**src/rtl/window_count_if.sv**
```systemverilog
// Interface bundling the control, data and status signals of the window
// count detector. clk and rstb stay as plain ports on the detector itself.
//   master : drives enable, in_valid, serial_pattern, mode, threshold, hit_clr
//            and observes pattern_detected, ones_count, window_full, hit_count
//   slave  : the detector side (directions reversed)
// WIN and HIT_W must match the parameters of the detector it connects to.
interface window_count_if #(
  parameter int WIN   = 3,
  parameter int HIT_W = 16
);
  localparam int CNT_W = $clog2(WIN + 1);

  logic             enable;
  logic             in_valid;
  logic             serial_pattern;
  logic [1:0]       mode;
  logic [CNT_W-1:0] threshold;
  logic             hit_clr;
  logic             pattern_detected;
  logic [CNT_W-1:0] ones_count;
  logic             window_full;
  logic [HIT_W-1:0] hit_count;

  modport master (
    output enable, in_valid, serial_pattern, mode, threshold, hit_clr,
    input  pattern_detected, ones_count, window_full, hit_count
  );

  modport slave (
    input  enable, in_valid, serial_pattern, mode, threshold, hit_clr,
    output pattern_detected, ones_count, window_full, hit_count
  );
endinterface

```
**src/rtl/window_count_detector.sv**
```systemverilog
// Serial window detector. Keeps the last WIN accepted bits and pulses
// pattern_detected for one cycle after each accepted sample whose full window
// holds exactly / at least / at most `threshold` ones (selected by mode).
// Ports:
//   clk   : clock, rising edge
//   rstb  : synchronous active-high reset
//   bus   : window_count_if.slave -- enable, in_valid, serial_pattern, mode,
//           threshold, hit_clr in; pattern_detected, ones_count,
//           window_full, hit_count out
module window_count_detector #(
  parameter int WIN   = 3,
  parameter int HIT_W = 16
) (
  input  logic           clk,
  input  logic           rstb,
  window_count_if.slave  bus
);
  localparam int CNT_W = $clog2(WIN + 1);
  localparam logic [CNT_W-1:0] WIN_C   = CNT_W'(WIN);
  localparam logic [HIT_W-1:0] HIT_MAX = {HIT_W{1'b1}};

  logic [WIN-1:0]   window;
  logic [CNT_W-1:0] fill;
  logic [CNT_W-1:0] ones;
  logic             full;
  logic             det;
  logic [HIT_W-1:0] hits;

  logic             accept;
  logic             oldest;
  logic [CNT_W-1:0] ones_next;
  logic [CNT_W-1:0] fill_next;
  logic             full_next;
  logic             cmp_hit;
  logic             det_next;

  always_comb begin
    accept    = bus.enable & bus.in_valid;
    // The bit falling out of the window only counts once the window is full;
    // before that the top of the shift register is still empty.
    oldest    = full ? window[WIN-1] : 1'b0;
    ones_next = ones + CNT_W'(bus.serial_pattern) - CNT_W'(oldest);
    fill_next = (fill == WIN_C) ? fill : fill + CNT_W'(1);
    full_next = (fill_next == WIN_C);
    case (bus.mode)
      2'b01:   cmp_hit = (ones_next >= bus.threshold);
      2'b10:   cmp_hit = (ones_next <= bus.threshold);
      default: cmp_hit = (ones_next == bus.threshold);
    endcase
    // Partial windows never detect, even in at-most mode.
    det_next  = accept & full_next & cmp_hit;
  end

  always_ff @(posedge clk) begin
    if (rstb) begin
      window <= '0;
      fill   <= '0;
      ones   <= '0;
      full   <= 1'b0;
      det    <= 1'b0;
    end else if (!bus.enable) begin
      window <= '0;
      fill   <= '0;
      ones   <= '0;
      full   <= 1'b0;
      det    <= 1'b0;
    end else if (bus.in_valid) begin
      window <= {window[WIN-2:0], bus.serial_pattern};
      fill   <= fill_next;
      ones   <= ones_next;
      full   <= full_next;
      det    <= det_next;
    end else begin
      det    <= 1'b0;
    end
  end

  // Clear wins over a simultaneous increment; the count sticks at all-ones.
  always_ff @(posedge clk) begin
    if (rstb) begin
      hits <= '0;
    end else if (bus.hit_clr) begin
      hits <= '0;
    end else if (det_next && (hits != HIT_MAX)) begin
      hits <= hits + HIT_W'(1);
    end
  end

  assign bus.pattern_detected = det;
  assign bus.ones_count       = ones;
  assign bus.window_full      = full;
  assign bus.hit_count        = hits;
endmodule

```
**src/flat_wrapper.sv**
```systemverilog
// flat-port wrapper written by rule: the top's interface ports become plain ports
module window_count_detector_flat 
#(
  parameter int WIN   = 3,
  parameter int HIT_W = 16
)
  (clk, rstb, bus_enable, bus_in_valid, bus_serial_pattern, bus_mode, bus_threshold, bus_hit_clr, bus_pattern_detected, bus_ones_count, bus_window_full, bus_hit_count);
  window_count_if #(.WIN(WIN), .HIT_W(HIT_W)) bus_i ();
  input  logic clk;
  input  logic rstb;
  input wire logic [$bits(bus_i.enable)-1:0] bus_enable;
  input wire logic [$bits(bus_i.in_valid)-1:0] bus_in_valid;
  input wire logic [$bits(bus_i.serial_pattern)-1:0] bus_serial_pattern;
  input wire logic [$bits(bus_i.mode)-1:0] bus_mode;
  input wire logic [$bits(bus_i.threshold)-1:0] bus_threshold;
  input wire logic [$bits(bus_i.hit_clr)-1:0] bus_hit_clr;
  output wire logic [$bits(bus_i.pattern_detected)-1:0] bus_pattern_detected;
  output wire logic [$bits(bus_i.ones_count)-1:0] bus_ones_count;
  output wire logic [$bits(bus_i.window_full)-1:0] bus_window_full;
  output wire logic [$bits(bus_i.hit_count)-1:0] bus_hit_count;
  assign bus_i.enable = bus_enable;
  assign bus_i.in_valid = bus_in_valid;
  assign bus_i.serial_pattern = bus_serial_pattern;
  assign bus_i.mode = bus_mode;
  assign bus_i.threshold = bus_threshold;
  assign bus_i.hit_clr = bus_hit_clr;
  assign bus_pattern_detected = bus_i.pattern_detected;
  assign bus_ones_count = bus_i.ones_count;
  assign bus_window_full = bus_i.window_full;
  assign bus_hit_count = bus_i.hit_count;
  window_count_detector #(.WIN(WIN), .HIT_W(HIT_W)) u_core (.clk(clk), .rstb(rstb), .bus(bus_i));
endmodule
```
**config.mk**
```make
export PLATFORM = sky130hd
export DESIGN_NAME = window_count_detector_flat
export DESIGN_NICKNAME = d
export VERILOG_FILES = /design/src/rtl/window_count_if.sv /design/src/rtl/window_count_detector.sv /design/src/flat_wrapper.sv
export SDC_FILE = /design/constraint.sdc
export NUM_CORES = 1
export LEC_CHECK = 0
export BUFFER_PORTS_ARGS = -buffer_cell sky130_fd_sc_hd__buf_2
export CAP_MARGIN = 5
export CORE_ASPECT_RATIO = 0.6
export CORE_MARGIN = 4
export CORE_UTILIZATION = 57
export DETAILED_ROUTE_END_ITERATION = 7
export PLACE_DENSITY = 0.83
export SYNTH_ARGS = -nofsm -noshare
export SYNTH_HDL_FRONTEND = slang
export SYNTH_SLANG_ARGS = --single-unit
```
**constraint.sdc**
```tcl
create_clock -name clk -period 4.8 [get_ports clk]
set_input_delay 0.24 -clock clk [delete_from_list [all_inputs] [get_ports clk]]
set_output_delay 0.24 -clock clk [all_outputs]
set_load 0.05 [all_outputs]
```
==> results of run 1 <==
-- cell usage after synthesis (5+ instances only) --
library cell,number,share of area
a21oi_1,12,0.044
dfxtp_1,25,0.36
ha_1,7,0.064
inv_1,8,0.022
mux2i_1,7,0.051
nand2_1,11,0.030
nand3_1,7,0.025
nand4_1,5,0.023
nor2_1,14,0.038
o31ai_1,7,0.038
or3_1,5,0.023
or4_1,8,0.044
-- per-stage QoR --
step,power (uW),setup WS (ns),instance area [um^2],utilization
final,364,1.81,1570,0.702
after global routing,383,1.55,1570,0.702
after CTS,370,1.80,1570,0.702
after detailed placement,243,1.82,1520,0.682
after global placement,241,1.97,1520,0.682
after floorplan,234,1.79,1380,-
-- routing by layer --
metal | share of wire | routed length, um
met1 | 0.46 | 1440
met2 | 0.43 | 1370
met3 | 0.096 | 303
met4 | 0.014 | 44
met5 | 0 | 0
-- final cells by class --
class / count / area, um^2
Inverter: 8 / 30.0
Fill cell: 173 / 663
Sequential cell: 25 / 500
Multi-Input combinational cell: 121 / 800
Clock buffer: 4 / 45.0
Timing Repair Buffer: 30 / 153
Tap cell: 30 / 37.5
-- power breakdown --
| part | internal [uW] | switching, uW | total [uW] |
|---|---|---|---|
| combinational | 11.6 | 17.0 | 28.6 |
| sequential | 208 | 0.899 | 209 |
| clock | 59.5 | 66.9 | 126 |
-- flip-flops by register name (all words and copies together), names as in the netlist --
register                     cells
u_core.bus.hit_count            16
u_core.window                    3
u_core.bus.ones_count            2
u_core.fill                      2
u_core.bus.pattern_detected      1
u_core.bus.window_full           1
-- cell families (layout without fill, tap and decap cells) --
family | after synthesis | after routing
compound gates | 37 | 37
xor+xnor | 3 | 3
simple gates | 67 | 67
fa+ha+maj | 7 | 7
flops | 25 | 25
buf+inv | 17 | 42
mux | 7 | 7
-- how the worst min path moves through the flow --
stage / start / end / slack [ns]
after CTS: rstb / u_core.bus.pattern_detected$_SDFF_PP0_ / 0.18
after global placement: rstb / u_core.bus.pattern_detected$_SDFF_PP0_ / 0.47
after global routing: rstb / u_core.bus.pattern_detected$_SDFF_PP0_ / 0.19
final: rstb / u_core.bus.pattern_detected$_SDFF_PP0_ / 0.19
after floorplan: rstb / u_core.bus.pattern_detected$_SDFF_PP0_ / 0.31
after detailed placement: rstb / u_core.bus.pattern_detected$_SDFF_PP0_ / 0.47
==> flow_summary.ini, run 1 <==
[logic_synthesis]
synthesis.area_um2 = 1380
synth_edf_count = 0
seq_area_frac_synth = 0.363
postSynthAreaPerCell_um2 = 8.45
ys_dominant_reg_cell = dfxtp_1
synth_mux_area_frac = 0.0509
syn-num-nets = 180
yosysWarnings = 0
synthSimpleGateAreaFrac = 0.268
synth_top_family_by_area = simple AND/OR/NAND/NOR gates
synth_adder_area_share = 0.0636
async_flop_share = 0
yosys_register_bits = 25
synth_xor_area_frac = 0.0191
synth.distinct_cells = 39
synth_compound_area_frac = 0.179
syn_inst = 163

[die]
dieArea_um2 = 3290
die_w_um = 71.5
start_util = 0.618
io_pins = 30
core_area_um2 = 2230
die_y_um = 46.1
rows = 13

[setup_path]
reg2reg_depth = 13
crit_path_top_delay_cell = or4_1
start_kind = flip-flop
reg2reg_slack_ns = 1.81
cp_num_buf_inv = 2
cp_data_arrival_time_ns = 3.20
crit_top_cell = ha_1
endpoint = u_core.bus.hit_count[10]$_SDFFE_PP0P_
crit_chain = and2_1 -> ha_1 -> inv_1 -> ha_1 -> xnor2_1 -> xnor2_1 -> ha_1 -> nand2_1 -> a211oi_2 -> o21ai_1 -> buf_4 -> or4_1 -> a21oi_1
cp_max_fo = 29
worstSetupPathType = reg2reg
cpPeakStageDelay_ns = 0.53
reg2reg_to = u_core.bus.hit_count[10]$_SDFFE_PP0P_
worstSetupStartpoint = u_core.bus.window_full$_SDFFE_PP0P_
cp_data_required_time_ns = 5.01
path_depth = 13
endpoint_kind = flip-flop
reg2reg_from = u_core.bus.window_full$_SDFFE_PP0P_
cp_top_family = adder cells

[route]
via_per_inst = 6.01
drtAntennaViolNets = 0
post_drt_wl_per_cell_um = 14.5
vias = 1310
drt-initial-drc-count = 85
dr.pass1.iters = 5
totalWireLength_um = 3160
drc = 0

[grt]
met1_usage = 0.275
busiest_layer = met2
grt_pass1_wl_um = 5150
grt-ovfl-total = 0
grt_pass1_vias = 1095
use_met2 = 0.325
antenna_found_initial = 0
grt_max_degree = 30
track_usage = 0.207
use_met3 = 0.0545

[clock_tree]
post_cts_resized = 0
clkTransAtPathRegs_ns = 0.09
post_cts_buffers = 0
cts_sinks = 25
cts_tree = yes
clkLatencyLatePin_ns = 0.27
cts_max_path_buffers = 2
htreeDepth = 1
cts_buffers = 3
cts_hold_buf = 0
clockRootBuffer = clkbuf_8

[min_path]
worstHoldPathType = in2reg
hold_path_depth = 2

[placed_design]
port_buffers = 29
dp_hpwl_um = 2370
placed_cells = 214
gp_congestion = 0.845

[timing]
tightest_slew_ns = 0.718
min_period_over_period = 0.623
max_freq_mhz = 335
hold_viol = 0
slew_headroom = 0.515
hold_slack_ns = 0.192
skew_ns = 0.00906
rsz0062_at_grt = false
setup_viol = 0
period_minus_slack_ns = 2.99
fin_setup_tns_ns = 0
drv_slew = 0

[power]
powerDensity_nw_per_um2 = 233
vdd_drop_max_v = 0.000183
total_leakage_power_uw = 0.000609

[cells_and_area]
syn2layout_area_growth_pct = 13.6
stdcell_count = 218
layout.nets = 206
final_common_cell = buf_2
final_layout_size_suffix_gt1_frac = 0.197
diodes = 0
layout_common_cells = buf_2 (29), dfxtp_1 (25), nor2_1 (14)

[job]
maxCapViolCount = 0

[run_status]
status = finished clean
No activity file was read; power rests on OpenSTA's default activity.
==> run 2: changes to the inputs <==
Settings changed: CORE_UTILIZATION 57 to 48, PLACE_DENSITY 0.83 to 0.75.
Clock period 4.8 ns to 2.5 ns, I/O delays scaled along.
==> flow_summary.ini, run 2 (synthesis gave the netlist of run 1 again) <==
[die]
start_util = 0.524
io_pins = 30
core_area_um2 = 2630
dieArea_um2 = 3820
die_w_um = 77.2
die_y_um = 49.5
rows = 14

[cells_and_area]
largest_reg_flops = 16
design_area_um2 = 1880
layout_common_cells = buf_2 (29), dfxtp_1 (22), nor2_1 (13)
diodes = 0
syn2layout_area_growth_pct = 36.8
final_common_cell = buf_2
final_layout_size_suffix_gt1_frac = 0.377
layout.nets = 217

[route]
drc = 0
dr.pass1.iters = 4
vias = 1427
drtAntennaViolNets = 0
drt-initial-drc-count = 107
via_per_inst = 6.18
post_drt_wl_per_cell_um = 17.0
totalWireLength_um = 3930

[job]
maxCapViolCount = 0

[timing]
hold_viol = 0
fin_setup_tns_ns = -4.20
setup_viol = 16
rsz0062_at_grt = true
skew_ns = 0.00776
min_period_over_period = 1.14
drv_slew = 0
hold_slack_ns = 0.0749
max_freq_mhz = 352
period_minus_slack_ns = 2.84
tightest_slew_ns = 1.06
slew_headroom = 0.285
fin_ws_ns = -0.338

[placed_design]
dp_hpwl_um = 2540
dpl_cell_area_um2 = 1620
gp_congestion = 0.792
port_buffers = 29

[clock_tree]
clockRootBuffer = clkbuf_8
htreeDepth = 1
cts_buffers = 3
cts_max_path_buffers = 2
cts_sinks = 25
clkTransAtPathRegs_ns = 0.09
clkLatencyLatePin_ns = 0.27
cts_tree = yes
cts_hold_buf = 0

[setup_path]
cp_max_fo = 12
endpoint_kind = flip-flop
worstSetupPathType = reg2reg
reg2reg_from = u_core.bus.window_full$_SDFFE_PP0P_
reg2reg_slack_ns = -0.34
start_kind = flip-flop
cp_data_arrival_time_ns = 3.05
reg2reg_depth = 13
endpoint = u_core.bus.hit_count[10]$_SDFFE_PP0P_
cp_data_required_time_ns = 2.71
reg2reg_to = u_core.bus.hit_count[10]$_SDFFE_PP0P_
worstSetupStartpoint = u_core.bus.window_full$_SDFFE_PP0P_

[run_status]
failed_checks = setup timing
status = finished with violations

[power]
vdd_drop_max_v = 0.000293
powerDensity_nw_per_um2 = 377
total_leakage_power_uw = 0.000708

[grt]
track_usage = 0.203
grt-ovfl-total = 0
grt_pass1_vias = 1343
antenna_found_initial = 0
grt_pass1_wl_um = 6220
grt_max_degree = 15

[min_path]
worstHoldPathType = in2reg
-- run 2: power breakdown --
part	leakage, uW	internal, uW	switching [uW]
clock network	0.0000228	114	124
logic	0.000482	30.4	41.7
registers	0.000204	399	1.87
-- run 2: repair_timing --
item / CTS / global route
gates resized for setup: 7 / 20
endpoints found under the setup margin: 15 / 17
buffers inserted: 4 / 3
pin swaps: 4 / 7
cloned: 1 / 1
-- run 2: how the worst min path moves through the flow --
stage	from	slack, ns	end	cells past startpoint
finish	rstb	0.07	u_core.bus.pattern_detected$_SDFF_PP0_	2
global route	rstb	0.09	u_core.bus.pattern_detected$_SDFF_PP0_	2
CTS	rstb	0.07	u_core.bus.pattern_detected$_SDFF_PP0_	2
detailed placement	rstb	0.35	u_core.bus.pattern_detected$_SDFF_PP0_	2
global placement	rstb	0.35	u_core.bus.pattern_detected$_SDFF_PP0_	2
floorplan	rstb	0.20	u_core.bus.pattern_detected$_SDFF_PP0_	1
-- run 2: worst max-delay path, stage by stage (launching register included) --
cell	delay (ns)
dfxtp_4	0.34
and2_4	0.14
ha_4	0.25
inv_2	0.04
ha_4	0.17
xnor2_4	0.13
xnor2_2	0.13
ha_1	0.33
nand2_2	0.07
a211oi_4	0.29
o21ai_4	0.13
buf_12	0.16
or4_4	0.48
a21oi_2	0.13
-- run 2: through the flow --
step | total power, uW | std cells | worst slack [ns] | util
floorplan | 450 | 163 | -0.220 | -
global placement | 466 | 219 | -0.205 | 0.618
detailed placement | 469 | 219 | -0.324 | 0.618
CTS | 705 | 228 | -0.315 | 0.670
global route | 742 | 231 | -0.451 | 0.717
finish | 711 | 231 | -0.338 | 0.717
-- run 2: final cells by class --
cell class | instances | area [um^2]
Clock buffer | 4 | 45.0
Inverter | 8 | 30.0
Multi-Input combinational cell | 121 | 978
Tap cell | 32 | 40.0
Fill cell | 187 | 743
Sequential cell | 25 | 509
Timing Repair Buffer | 41 | 282
-- run 2: routing by layer --
| layer | up-vias | GRT usage | share of wire |
|---|---|---|---|
| met5 | - | 0 | 0 |
| met4 | 0 | 0.0710 | 0.016 |
| met3 | 10 | 0.0618 | 0.064 |
| met2 | 73 | 0.334 | 0.46 |
| met1 | 668 | 0.253 | 0.46 |
| li1 | 676 | - | - |
==> run 3: changes to the inputs <==
Settings changed: SKIP_CTS_REPAIR_TIMING from default to 1.
==> flow_summary.ini, run 3 (synthesis gave the netlist of run 1 again) <==
[grt]
track_usage = 0.183
antenna_found_initial = 0
grt-ovfl-total = 0
grt_max_degree = 27
busiest_layer = met2
use_met3 = 0.0582
use_met2 = 0.285
grt_pass1_vias = 1220
met1_usage = 0.242
grt_pass1_wl_um = 5620

[setup_path]
reg2reg_slack_ns = -0.39
reg2reg_depth = 13
cp_data_required_time_ns = 2.71
cp_max_fo = 12
worstSetupPathType = reg2reg
reg2reg_from = u_core.bus.window_full$_SDFFE_PP0P_
start_kind = flip-flop
reg2reg_to = u_core.bus.hit_count[9]$_SDFFE_PP0P_
worstSetupStartpoint = u_core.bus.window_full$_SDFFE_PP0P_
endpoint_kind = flip-flop
endpoint = u_core.bus.hit_count[9]$_SDFFE_PP0P_
cp_data_arrival_time_ns = 3.10

[job]
maxCapViolCount = 0

[timing]
tightest_slew_ns = 1.06
setup_viol = 16
skew_ns = 0.0106
period_minus_slack_ns = 2.89
fin_ws_ns = -0.393
rsz0062_at_grt = true
min_period_over_period = 1.16
max_freq_mhz = 346
drv_slew = 0
slew_headroom = 0.285
hold_viol = 0

[clock_tree]
clkLatencyLatePin_ns = 0.27
cts_tree = yes
cts_sinks = 25
clockRootBuffer = clkbuf_8
cts_max_path_buffers = 2
clkTransAtPathRegs_ns = 0.09
htreeDepth = 1
cts_buffers = 3

[cells_and_area]
fill_cells = 198
final_common_cell = buf_2
diodes = 0
syn2layout_area_growth_pct = 32.4
layout_common_cells = buf_2 (29), dfxtp_1 (22), nor2_1 (13)
postLayoutCoreUtil = 0.694
largest_reg_flops = 16
final_layout_size_suffix_gt1_frac = 0.349
layout.nets = 213

[power]
vdd_drop_max_v = 0.000288
total_leakage_power_uw = 0.000670
powerDensity_nw_per_um2 = 384

[die]
core_area_um2 = 2630
io_pins = 30
rows = 14
die_y_um = 49.5
dieArea_um2 = 3820
die_w_um = 77.2
start_util = 0.524

[placed_design]
port_buffers = 29
dp_hpwl_um = 2540
dp_slack_ns = -0.324
gp_congestion = 0.792

[route]
drtAntennaViolNets = 0
via_per_inst = 5.96
dr.pass1.iters = 4
drc = 0
post_drt_wl_per_cell_um = 16.7
vias = 1353
totalWireLength_um = 3790
drt-initial-drc-count = 114

[run_status]
failed_checks = setup timing
status = finished with violations

[min_path]
worstHoldPathType = in2reg
==> run 3: how the worst min path moves through the flow <==
stage | cells after the start | startpoint | slack [ns] | to
after floorplan | 1 | rstb | 0.20 | u_core.bus.pattern_detected$_SDFF_PP0_
after global routing | 2 | rstb | 0.10 | u_core.bus.pattern_detected$_SDFF_PP0_
after global placement | 2 | rstb | 0.35 | u_core.bus.pattern_detected$_SDFF_PP0_
after detailed placement | 2 | rstb | 0.35 | u_core.bus.pattern_detected$_SDFF_PP0_
after CTS | 2 | rstb | 0.07 | u_core.bus.pattern_detected$_SDFF_PP0_
final | 2 | rstb | 0.09 | u_core.bus.pattern_detected$_SDFF_PP0_
==> run 3: area by class of cell <==
class,instances,area [um^2],share of cell area
Clock buffer,4,45.0,0.0247
Inverter,8,30.0,0.0165
Multi-Input combinational cell,121,965,0.529
Sequential cell,25,509,0.279
Tap cell,32,40.0,0.0219
Timing Repair Buffer,37,235,0.129
==> run 3: report_power, final <==
part | switching [uW] | internal [uW] | leakage [uW]
registers | 1.88 | 399 | 0.000204
logic | 37.6 | 27.3 | 0.000444
clock network | 122 | 114 | 0.0000228
total | 161 | 540 | 0.000670
==> run 3: metal layers <==
layer	routed length, um	up-vias
met4	72	0
met2	1740	47
met3	285	8
li1	-	665
met1	1690	633
met5	0	-
==> run 3: per-stage QoR <==
step                      instance area [um^2]  TNS (ns)  instances  total power (uW)  hold WS, ns
after floorplan                           1450     -1.96        163               450        0.197
after global placement                    1620     -1.86        219               466        0.346
after detailed placement                  1620     -2.98        219               469        0.350
after CTS                                 1670     -3.19        223               703       0.0717
after global routing                      1820     -7.31        227               735        0.101
final                                     1820     -5.05        227               701       0.0934
==> run 3: worst max-delay path, cell delays in order (launching register included) <==
cell and delay, ns:
dfxtp_4 0.34, and2_4 0.14, ha_4 0.25, inv_2 0.04
ha_4 0.16, xnor2_4 0.14, xnor2_1 0.13, ha_1 0.32
nand2_1 0.07, a211oi_2 0.32, o21ai_2 0.14, buf_12 0.17
or4_4 0.49, a21oi_2 0.12
